[src/rtl/hs_elastic_pipe.sv]
// Elastic req/ack buffer: DEPTH-entry circular store between a handshake producer
// and consumer, four-phase or two-phase signalling, optional 2-flop input synchronisers.
module hs_elastic_pipe #(
  parameter int WIDTH       = 3,
  parameter int DEPTH       = 4,
  parameter int PHASES      = 4,
  parameter int SYNC_STAGES = 0
) (
  input  logic                       clk,
  input  logic                       rst,
  input  logic                       req_in,
  output logic                       ack_in,
  input  logic [WIDTH-1:0]           data_in,
  output logic                       req_out,
  input  logic                       ack_out,
  output logic [WIDTH-1:0]           data_out,
  output logic [$clog2(DEPTH+1)-1:0] count
);

  localparam int PW     = $clog2(DEPTH);
  localparam int CW     = $clog2(DEPTH+1);
  localparam bit TWO_PH = (PHASES == 2);

  typedef enum logic [1:0] {S_IDLE, S_REQ, S_WAIT} state_t;

  logic             w_req_s, w_ack_s;
  logic             w_full, w_wr, w_pop;
  logic [PW-1:0]    r_wptr, r_rptr;
  logic [CW-1:0]    r_count;
  logic             r_ack_in, r_req_out;
  logic [WIDTH-1:0] r_data_out;
  state_t           r_state;
  logic [WIDTH-1:0] r_mem [DEPTH];

  generate
    if (SYNC_STAGES == 2) begin : g_sync
      logic [1:0] r_req_sync, r_ack_sync;
      always_ff @(posedge clk or posedge rst) begin
        if (rst) begin
          r_req_sync <= '0;
          r_ack_sync <= '0;
        end else begin
          r_req_sync <= {r_req_sync[0], req_in};
          r_ack_sync <= {r_ack_sync[0], ack_out};
        end
      end
      assign w_req_s = r_req_sync[1];
      assign w_ack_s = r_ack_sync[1];
    end else begin : g_nosync
      assign w_req_s = req_in;
      assign w_ack_s = ack_out;
    end
  endgenerate

  function automatic logic [PW-1:0] next_ptr(input logic [PW-1:0] p);
    return (p == PW'(DEPTH-1)) ? '0 : p + 1'b1;
  endfunction

  // A four-phase request still high while ack_in=1 is the tail of the previous transfer.
  assign w_full = (r_count == CW'(DEPTH));
  assign w_wr   = ~w_full & (TWO_PH ? (w_req_s != r_ack_in) : (w_req_s & ~r_ack_in));
  assign w_pop  = (r_state == S_REQ) & (TWO_PH ? (w_ack_s == r_req_out) : w_ack_s);

  // NOTE: storage is deliberately not reset; count and pointers define which words are valid.
  always_ff @(posedge clk) begin
    if (w_wr) r_mem[r_wptr] <= data_in;
  end

  always_ff @(posedge clk or posedge rst) begin
    if (rst) begin
      r_wptr   <= '0;
      r_rptr   <= '0;
      r_count  <= '0;
      r_ack_in <= 1'b0;
    end else begin
      if (w_wr)  r_wptr <= next_ptr(r_wptr);
      if (w_pop) r_rptr <= next_ptr(r_rptr);
      case ({w_wr, w_pop})
        2'b10:   r_count <= r_count + 1'b1;
        2'b01:   r_count <= r_count - 1'b1;
        default: r_count <= r_count;
      endcase
      if (TWO_PH) begin
        if (w_wr) r_ack_in <= ~r_ack_in;
      end else if (w_wr) begin
        r_ack_in <= 1'b1;
      end else if (r_ack_in && !w_req_s) begin
        r_ack_in <= 1'b0;
      end
    end
  end

  // data_out is loaded only when a new request is issued and held through the pop.
  always_ff @(posedge clk or posedge rst) begin
    if (rst) begin
      r_state    <= S_IDLE;
      r_req_out  <= 1'b0;
      r_data_out <= '0;
    end else begin
      case (r_state)
        S_IDLE: if (r_count != '0 && (TWO_PH || !w_ack_s)) begin
          r_state    <= S_REQ;
          r_req_out  <= TWO_PH ? ~r_req_out : 1'b1;
          r_data_out <= r_mem[r_rptr];
        end
        S_REQ: if (w_pop) begin
          r_state <= TWO_PH ? S_IDLE : S_WAIT;
          if (!TWO_PH) r_req_out <= 1'b0;
        end
        S_WAIT: if (!w_ack_s) r_state <= S_IDLE;
        default: r_state <= S_IDLE;
      endcase
    end
  end

  assign ack_in   = r_ack_in;
  assign req_out  = r_req_out;
  assign data_out = r_data_out;
  assign count    = r_count;

endmodule

[config.mk]
export PLATFORM = sky130hd
export DESIGN_NAME = hs_elastic_pipe
export DESIGN_NICKNAME = d
export VERILOG_FILES = /design/src/rtl/hs_elastic_pipe.sv
export SDC_FILE = /design/constraint.sdc
export NUM_CORES = 1
export LEC_CHECK = 0
export CAP_MARGIN = 20
export CORE_MARGIN = 8
export CORE_UTILIZATION = 43
export CTS_BUF_LIST = sky130_fd_sc_hd__clkbuf_4
export DETAILED_ROUTE_END_ITERATION = 16
export GPL_TIMING_DRIVEN = 0
export SETUP_SLACK_MARGIN = 0.5
export SLEW_MARGIN = 20
export SYNTH_ARGS = -nofsm -noshare
export SYNTH_HDL_FRONTEND = slang
export SYNTH_SLANG_ARGS = --single-unit
export TNS_END_PERCENT = 1
[constraint.sdc]
create_clock -name clk -period 4.2 [get_ports clk]
set_input_delay 0.63 -clock clk [delete_from_list [all_inputs] [get_ports clk]]
set_output_delay 0.63 -clock clk [all_outputs]
set_load 0.01 [all_outputs]
== Word level (Yosys, flattened, before mapping) ==
Memory sizes are Yosys's and may differ from the RTL's. A register that Yosys moved wholly into a read port is not among the register bits.
Cells that the tools add are included.
Cells by class
  reduce and logical (&&, ||, !) cells: 12
  add/sub/neg operators: 4
  muxes and demuxes: 14
  eq/ne operators: 10
  bitwise logic cells: 5
Operator list (number)
  2-bit 2-to-1 mux: 5
  2-bit equality test, second input constant: 4
  1-bit 2-to-1 mux: 6
  2-bit inequality test, second input constant: 3
  2-bit case mux with 3 select lines: 1
  3-bit case mux with 2 select lines: 1
  3-bit AND reduction: 2
  2-bit nonzero test: 3
  2-bit by 1-bit adder with 2-bit output, second input constant: 2
  2-bit by 1-bit equality test with 1-bit output, second input constant: 2
  3-bit by 1-bit adder with 3-bit output, second input constant: 1
  1-bit AND: 3
  3-bit equality test, second input constant: 1
  3-bit nonzero test: 1
  3-bit by 1-bit subtractor with 3-bit output, second input constant: 1
  1-bit logical AND: 2
  1-bit logical NOT: 2
  2-bit logical NOT: 1
  1-bit NOT: 2
  1-bit case mux with 2 select lines: 1
  2-bit AND reduction: 1
Storage, ports and cells
  memories kept: 1
  bits of input ports: 7
  logic and storage cells: 52
  bits in writable memories: 12
  register bits: 11
Memories
  r_mem: words 4, width 3, rd ports 1, clocked after Yosys merged registers in 1, write ports 1, line 33  | logic [WIDTH-1:0] r_mem [DEPTH];

== Depth between registers and ports, before layout ==
Gate-level depths: netlist (run 1).
  word-level depth: 5
  mapped depth: 10
  mapped depth without buffers: 9

== Worst setup path before layout (run 1) ==
OpenSTA, ideal clock, no wires.
  kind: register to register
  start point: register r_count[0], in the netlist count[0]
  end point: register r_count[2], in the netlist count[2]
  path buffers: 1
  required time: 4121 ps
  library setup time: 79 ps
  data arrival time: 2140 ps
  cell stages (with the launch flop): 11
  setup slack: 1981 ps
  cells stage by stage: dfrtp_1 > or3b_1 > and3b_1 > buf_6 > inv_1 > ha_1 > inv_1 > fa_1 > xor2_1 > nor2_1 > xor2_1
Between the ends
  cells in the longest elaborated chain, start to end: 5
Ends and longest elaborated chain
  start: declaration: line 29  | logic [CW-1:0] r_count;
  start signal: assignment: line 79  | 2'b10: r_count <= r_count + 1'b1;
  start signal: assignment: line 80  | 2'b01: r_count <= r_count - 1'b1;
  start signal: assignment: line 81  | default: r_count <= r_count;
  3-bit equality test: line 60  | assign w_full = (r_count == CW'(DEPTH));
  1-bit NOT: line 61  | assign w_wr = ~w_full & (TWO_PH ? (w_req_s != r_ack_in) : (w_req_s & ~r_ack_in));
  1-bit AND: line 61
  2-bit by 1-bit equality test with 1-bit output / 2-bit equality test (equally long branches): line 78  | case ({w_wr, w_pop})
  3-bit case mux with 2 select lines / 2-bit nonzero test (equally long branches)
Parallel ways exist; a longest one is shown, timed or not.
A chain may end at the register's enable or synchronous reset.

== Worst setup path in the final report (run 1) ==
Ends and elaborated chain as after synthesis.

==> metrics, run 1 <==
core area=2660 sq um; Synth Area per Inst=15.7 sq um; Pleak=0.000575 uW; CTS HTree Levels=1; total of max-cap violations=0; routed len/inst=13.9 um; Post-DRT Antenna Nets=0; critical path peak fanout=7; TritonCTS Buffers=3; Netlist cell types=23; post-layout worst setup margin=1860 ps; initial core utilization=43.6%; hold endpoint=req_out; Final Hold Vio Count=0; synth warn=0; diode count=0; peak supply drop=0.371 mV; Ports=15; CP top delay family=simple AND/OR/NAND/NOR gates; grt total ovfl=0; register area share after synthesis=61.3%; Setup TNS Final=0 ps; die area=4620 sq um; worst min-delay path class=reg2reg; drt first pass iters=4; crit path cell chain=or3b_1 > and3b_1 > buf_6 > inv_1 > ha_1 > inv_1 > fa_1 > xor2_1 > nor2_1 > xor2_1; FP Rows=19; Port-buffer cells=14; Hold Buf Count CTS=0; Slew @ Worst Pin=550 ps; Total Wirelength=1710 um; routing usage on met1=10.8%; CP Class=reg2reg; Slowest Stage Delay on Critical Path=450 ps; DR vias/cell=4.98; RSZ-0062 raised after global routing=false; Synth Instances=74; pre-CTS setup slack=1610 ps; clock-pin slew on the worst setup and hold paths=140 ps; Area Overhead vs Synth=17.7%; Post-Syn Nets=88; Worst Setup Start Kind=flip-flop; Mapped Area=1160 sq um; fraction of final layout cells sized beyond drive strength 1=19.6%; DRC violations left=0; Final period util=55.6%; Critical-path top delay cell=dfrtp_1; Max transition margin=63.3%; commonest cells after routing, fill and taps aside=dfrtp_1, clkdlybuf4s50_1, edfxtp_1, inv_1, ha_1; Worst R2R Setup Slack=1860 ps; CTS tree=built; origin of the critical flop-to-flop path=count[0]; die width=67.9 um; critical register-to-register path endpoint=count[2]; WP data arrival=2590 ps; CTS sink cnt=26; M3 GR Usage=1.96%; postcts setup bufs=0; minimum clock period=2340 ps; initial antenna violation count=0; GRT Max-Usage Layer=met2; final setup violation count=0; first-pass GRT wire length=2860 um; P per Cell Area=620 nW/um^2; critical path endpoint category=flip-flop; clock skew after layout=1.66 ps; GRT Total Usage=8.35%; Clock Tree Root=clkbuf_4; DP HPWL=1300 um; nets=107; critical path buffer and inverter count=3; vias=613; hold wc startpoint=req_out; post_cts resized=0; worst-case clock buffer depth=2; hold depth=1; Starting DRT DRC Count=17; WP data required=4450 ps; Worst R2R Path Depth=10; GP Congestion=0.773; status=complete, no violations; number of fill cells=244; vias in the first global route=626; largest net degree at the start of global routing=15; highest clock rate=428 MHz; #FFs+latches synth=26; GR Layer Usage met2=12.7%; worst skew pair latency=310 ps; Die Ht=67.9 um; final slew viol count=0
## state kept, by name (all words and copies together) (netlist names)
name and cells:
r_mem 12, count 3, data_out 3, r_rptr 2, r_state 2, r_wptr 2
ack_in 1, req_out 1
## cell type report
type / instances / area [sq um] / area share [%]
buffer: 1 / 11.3 / 0.825
clock buffer: 3 / 22.5 / 1.65
clock inverter: 1 / 3.75 / 0.275
inverter: 9 / 33.8 / 2.47
multi-input combinational: 38 / 404 / 29.6
sequential: 26 / 711 / 52.1
tap: 31 / 38.8 / 2.84
timing repair buffer: 14 / 140 / 10.3
## cell usage after synthesis
cell      instances  area [sq um]
mux2_4            2          30.0
and2_2            4          30.0
mux4_2            3          67.6
edfxtp_1         12           360
nor2_1            2          7.51
xor2_1            3          26.3
ha_1              6          75.1
or3b_1            1          8.76
dfrtp_1          14           350
inv_1             9          33.8
o21a_1            1          7.51
mux2_2            4          45.0
xnor2_1           1          8.76
nand3b_1          1          7.51
a211oi_1          1          7.51
a21o_1            2          15.0
nor3_1            2          10.0
mux2i_1           1          10.0
fa_1              1          20.0
nor4_2            1          12.5
and2_1            1          6.26
buf_6             1          11.3
and3b_1           1          8.76
## logic make-up (layout without fill, tap and decap cells)
group / after synthesis / in the layout / synth area share, %
AND/OR/NAND/NOR: 13 / 13 / 7.88
AO/OA/AOI/OAI: 4 / 4 / 2.59
multiplexers: 10 / 10 / 13.2
buffers and inverters: 10 / 28 / 3.88
adder cells (fa/ha/maj): 7 / 7 / 8.20
XOR/XNOR: 4 / 4 / 3.02
flip-flops: 26 / 26 / 61.3
## layer usage
layer  up-vias  wire length [um]
met1       308               810
met5         -                 0
li1        295                 -
met2         8               814
met3         2                71
met4         0                12
## report_power, final
| part | internal [uW] | switching, uW |
|---|---|---|
| logic | 199 | 125 |
| clock network | 34.8 | 72.3 |
| registers | 344 | 71.2 |
## stage by stage
step	utilization (%)	std cells	hold WS [ps]	instance area (sq um)	power, uW
2_1_floorplan	-	74	469	1160	624
3_3_place_gp	50.3	119	458	1340	740
3_5_place_dp	50.3	119	466	1340	754
4_1_cts	51.3	123	498	1370	860
5_1_grt	51.3	123	536	1370	914
6_report	51.3	123	495	1370	846
## worst max path at each step
stage                  start       end  slack (ps)  depth (start not counted)
floorplan           count[0]  count[2]        1980                         10
CTS                 count[0]  count[2]        1850                         10
finish              count[0]  count[2]        1860                         10
global placement     ack_out  count[2]        1630                          9
global route        count[0]  count[2]        1670                         10
detailed placement   ack_out  count[2]        1610                          9
(Power assumes the default switching activity.)
==> inputs of run 2 (changes only) <==
--- a/config.mk
+++ b/config.mk
@@ -11,6 +11,7 @@
 export CTS_BUF_LIST = sky130_fd_sc_hd__clkbuf_4
 export DETAILED_ROUTE_END_ITERATION = 16
 export GPL_TIMING_DRIVEN = 0
+export PLACE_DENSITY = 0.67
 export SETUP_SLACK_MARGIN = 0.5
 export SLEW_MARGIN = 20
 export SYNTH_ARGS = -nofsm -noshare
==> constraint.sdc (replaced) <==
create_clock -name clk -period 1.9 [get_ports clk]
set_input_delay 0.285 -clock clk [delete_from_list [all_inputs] [get_ports clk]]
set_output_delay 0.285 -clock clk [all_outputs]
set_load 0.01 [all_outputs]
==> run 2 against run 1 <==
Against the previous run:
- the flow now finishes with violations (negative setup slack)
- sequential cell count stayed put
- clock skew is 12 ps higher
- non-clock buffer count is 5 higher
- global-route usage is 0.86 points higher
- largest cell class unchanged
==> metrics, run 2 (synthesis gave the netlist of run 1 again) <==
post-layout worst setup margin=-206 ps (was 1860 ps); worst min-delay path class=in2async (was reg2reg); Worst Hold Slack=293 ps (was 495 ps); initial core utilization=43.6% (unchanged); Layout Cells excl Fill=128 (was 123); pre-CTS setup slack=-332 ps (was 1610 ps); Slew @ Worst Pin=566 ps (was 550 ps); clock skew after layout=13.6 ps (was 1.66 ps); drt first pass iters=4 (unchanged); commonest non-fill, non-tap cell in the layout=dfrtp_1; Port-buffer cells=14 (unchanged); grt total ovfl=0 (unchanged); M3 GR Usage=2.13% (was 1.96%); CP top delay family=simple AND/OR/NAND/NOR gates (unchanged); critical path endpoint category=flip-flop (unchanged); GRT Total Usage=9.21% (was 8.35%); Final period util=111% (was 55.6%); Hold Buf Count CTS=0 (unchanged); FP Rows=19 (unchanged); DRC violations left=0 (unchanged); vias in the first global route=682 (was 626); routing usage on met1=11.3% (was 10.8%); max FFs per register=12 (unchanged); Clock Tree Root=clkbuf_4 (unchanged); worst-case clock buffer depth=2 (unchanged); final setup violation count=2 (was 0); DR vias/cell=4.93 (was 4.98); highest clock rate=475 MHz (was 428 MHz); clock-pin slew on the worst setup and hold paths=140 ps (about the same); Starting DRT DRC Count=20 (was 17); core area=2660 sq um (unchanged); RSZ-0062 raised after global routing=true (was false); Max transition margin=62.2% (was 63.3%); first-pass GRT wire length=3220 um (was 2860 um); routed len/inst=14.5 um (was 13.9 um); total of max-cap violations=0 (unchanged); Sequential Power Share=45.7% (was 49.0%); Slowest Stage Delay on Critical Path=410 ps (was 450 ps); Ports=15 (unchanged); power share of the combinational group=41.3% (was 38.3%); Setup TNS Final=-332 ps (was 0 ps); DP HPWL=1340 um (was 1300 um); Top reg by flops=r_mem (unchanged); Critical-path top delay cell=dfrtp_1 (unchanged); TritonCTS Buffers=3 (unchanged); Design Power=1950 uW (was 846 uW); status=finished with violations (was complete, no violations); Final Hold Vio Count=0 (unchanged); Post-DRT Antenna Nets=0 (unchanged); initial antenna violation count=0 (unchanged); critical path buffer and inverter count=3 (unchanged); worst skew pair latency=320 ps (was 310 ps); CP most frequent cell=xor2_1; vias=631 (was 613); CP Class=reg2reg (unchanged); violated checks=negative setup slack; largest net degree at the start of global routing=15 (unchanged); Pleak=0.000613 uW (was 0.000575 uW); final slew viol count=0 (unchanged); die area=4620 sq um (unchanged); fraction of final layout cells sized beyond drive strength 1=34.0% (was 19.6%); P per Cell Area=1380 nW/um^2 (was 620 nW/um^2); sw power=631 uW (was 268 uW); Worst Setup Start Kind=flip-flop (unchanged); Total Wirelength=1850 um (was 1710 um); WP data required=2160 ps (was 4450 ps); crit path cell chain=or3b_4 > and3b_1 > buf_6 > inv_4 > ha_4 > inv_2 > fa_2 > xor2_1 > nor2_1 > xor2_1 (was or3b_1 > and3b_1 > buf_6 > inv_1 > ha_1 > inv_1 > fa_1 > xor2_1 > nor2_1 > xor2_1); number of fill cells=232 (was 244); multi-input logic area=427 sq um (was 404 sq um); minimum clock period=2110 ps (was 2340 ps); Area Overhead vs Synth=21.7% (was 17.7%); peak supply drop=0.736 mV (was 0.371 mV); WP data arrival=2360 ps (was 2590 ps); Die Ht=67.9 um (unchanged); critical path peak fanout=2 (was 7); Storage cell area=712 sq um (was 711 sq um); nets=112 (was 107); die width=67.9 um (unchanged); Sw Ratio=32.3% (was 31.7%); Clk pwr share=13.0% (was 12.7%); GR Layer Usage met2=15.6% (was 12.7%); GRT Max-Usage Layer=met2 (unchanged); CTS HTree Levels=1 (unchanged); CTS tree=built (unchanged); CTS sink cnt=26 (unchanged); Placed Instances=119 (unchanged); diode count=0 (unchanged); commonest cells after routing, fill and taps aside=dfrtp_1, edfxtp_1, inv_1, clkdlybuf4s50_1 (was dfrtp_1, clkdlybuf4s50_1, edfxtp_1, inv_1, ha_1); Pint=1320 uW (was 578 uW); GP Congestion=0.681 (was 0.773)
run 2: changes by cell type in the layout (fill, tap and decap cells not counted), moves of 2 or more:
cell	before	now
clkbuf_2	0	3
and2_4	0	4
dlygate4sd2_1	0	5
clkdlybuf4s50_1	14	6
buf_4	0	5
and2_2	4	0
inv_1	9	7
run 2: per-layer routing:
metal  up-vias  share of wire (%)
met4         0                  0
met2         7                 51
met1       319                 44
met3         0                4.0
met5         -                  0
li1        305                  -
run 2: cell type report:
class | instances | share of cell area [%]
Buffer | 1 | 0.798
Clock buffer | 4 | 2.13
Inverter | 9 | 2.57
Multi-Input combinational cell | 38 | 30.2
Sequential cell | 26 | 50.4
Tap cell | 31 | 2.75
Timing Repair Buffer | 19 | 11.1
run 2: worst reg2reg max path: stages, from the launching register on:
cell and delay, ps:
dfrtp_1 410, or3b_4 400, and3b_1 180, buf_6 120, inv_4 50, ha_4 120, inv_2 30, fa_2 320
xor2_1 150, nor2_1 120, xor2_1 150
run 2: repair_timing:
item                                    CTS  global route
hold endpoints to repair                  0             0
pin swaps                                 8             5
setup buffers                             5             0
cloned                                    0             0
endpoints found under the setup margin   28            23
resized for setup                        17             4
run 2: per-stage QoR:
stage	util [%]	cell area (sq um)
floorplan	-	1170
global placement	50.8	1350
detailed placement	50.8	1350
CTS	53.5	1420
global route	53.0	1410
finish	53.0	1410
run 2: worst paths after layout:
| path | endpoint | slack (ps) | startpoint | depth (start not counted) |
|---|---|---|---|---|
| max reg2reg | count[2] | -210 | count[1] | 10 |
| min in group clk | req_out | 500 | req_out | 1 |
| min reg2reg | req_out | 500 | req_out | 1 |
| max in group asynchronous | r_rptr[0] | 1210 | rst | 2 |
| min | ack_in | 290 | rst | 2 |
| max | count[2] | -210 | count[1] | 10 |
run 2: power groups by stage:
stage / Combinational [uW] / Sequential [uW] / Clock (uW)
floorplan: 460 / 937 / 0
global placement: 733 / 920 / 0
detailed placement: 764 / 934 / 0
CTS: 822 / 898 / 261
global route: 894 / 926 / 296
finish: 806 / 893 / 255
==> inputs of run 3 (changes only) <==
--- a/config.mk
+++ b/config.mk
@@ -9,6 +9,7 @@
 export CORE_MARGIN = 8
 export CORE_UTILIZATION = 43
 export CTS_BUF_LIST = sky130_fd_sc_hd__clkbuf_4
+export CTS_CLUSTER_DIAMETER = 30
 export DETAILED_ROUTE_END_ITERATION = 16
 export GPL_TIMING_DRIVEN = 0
 export PLACE_DENSITY = 0.67
==> results of run 3 <==
The final DEF is identical to that of run 2; final timing and power are the same.
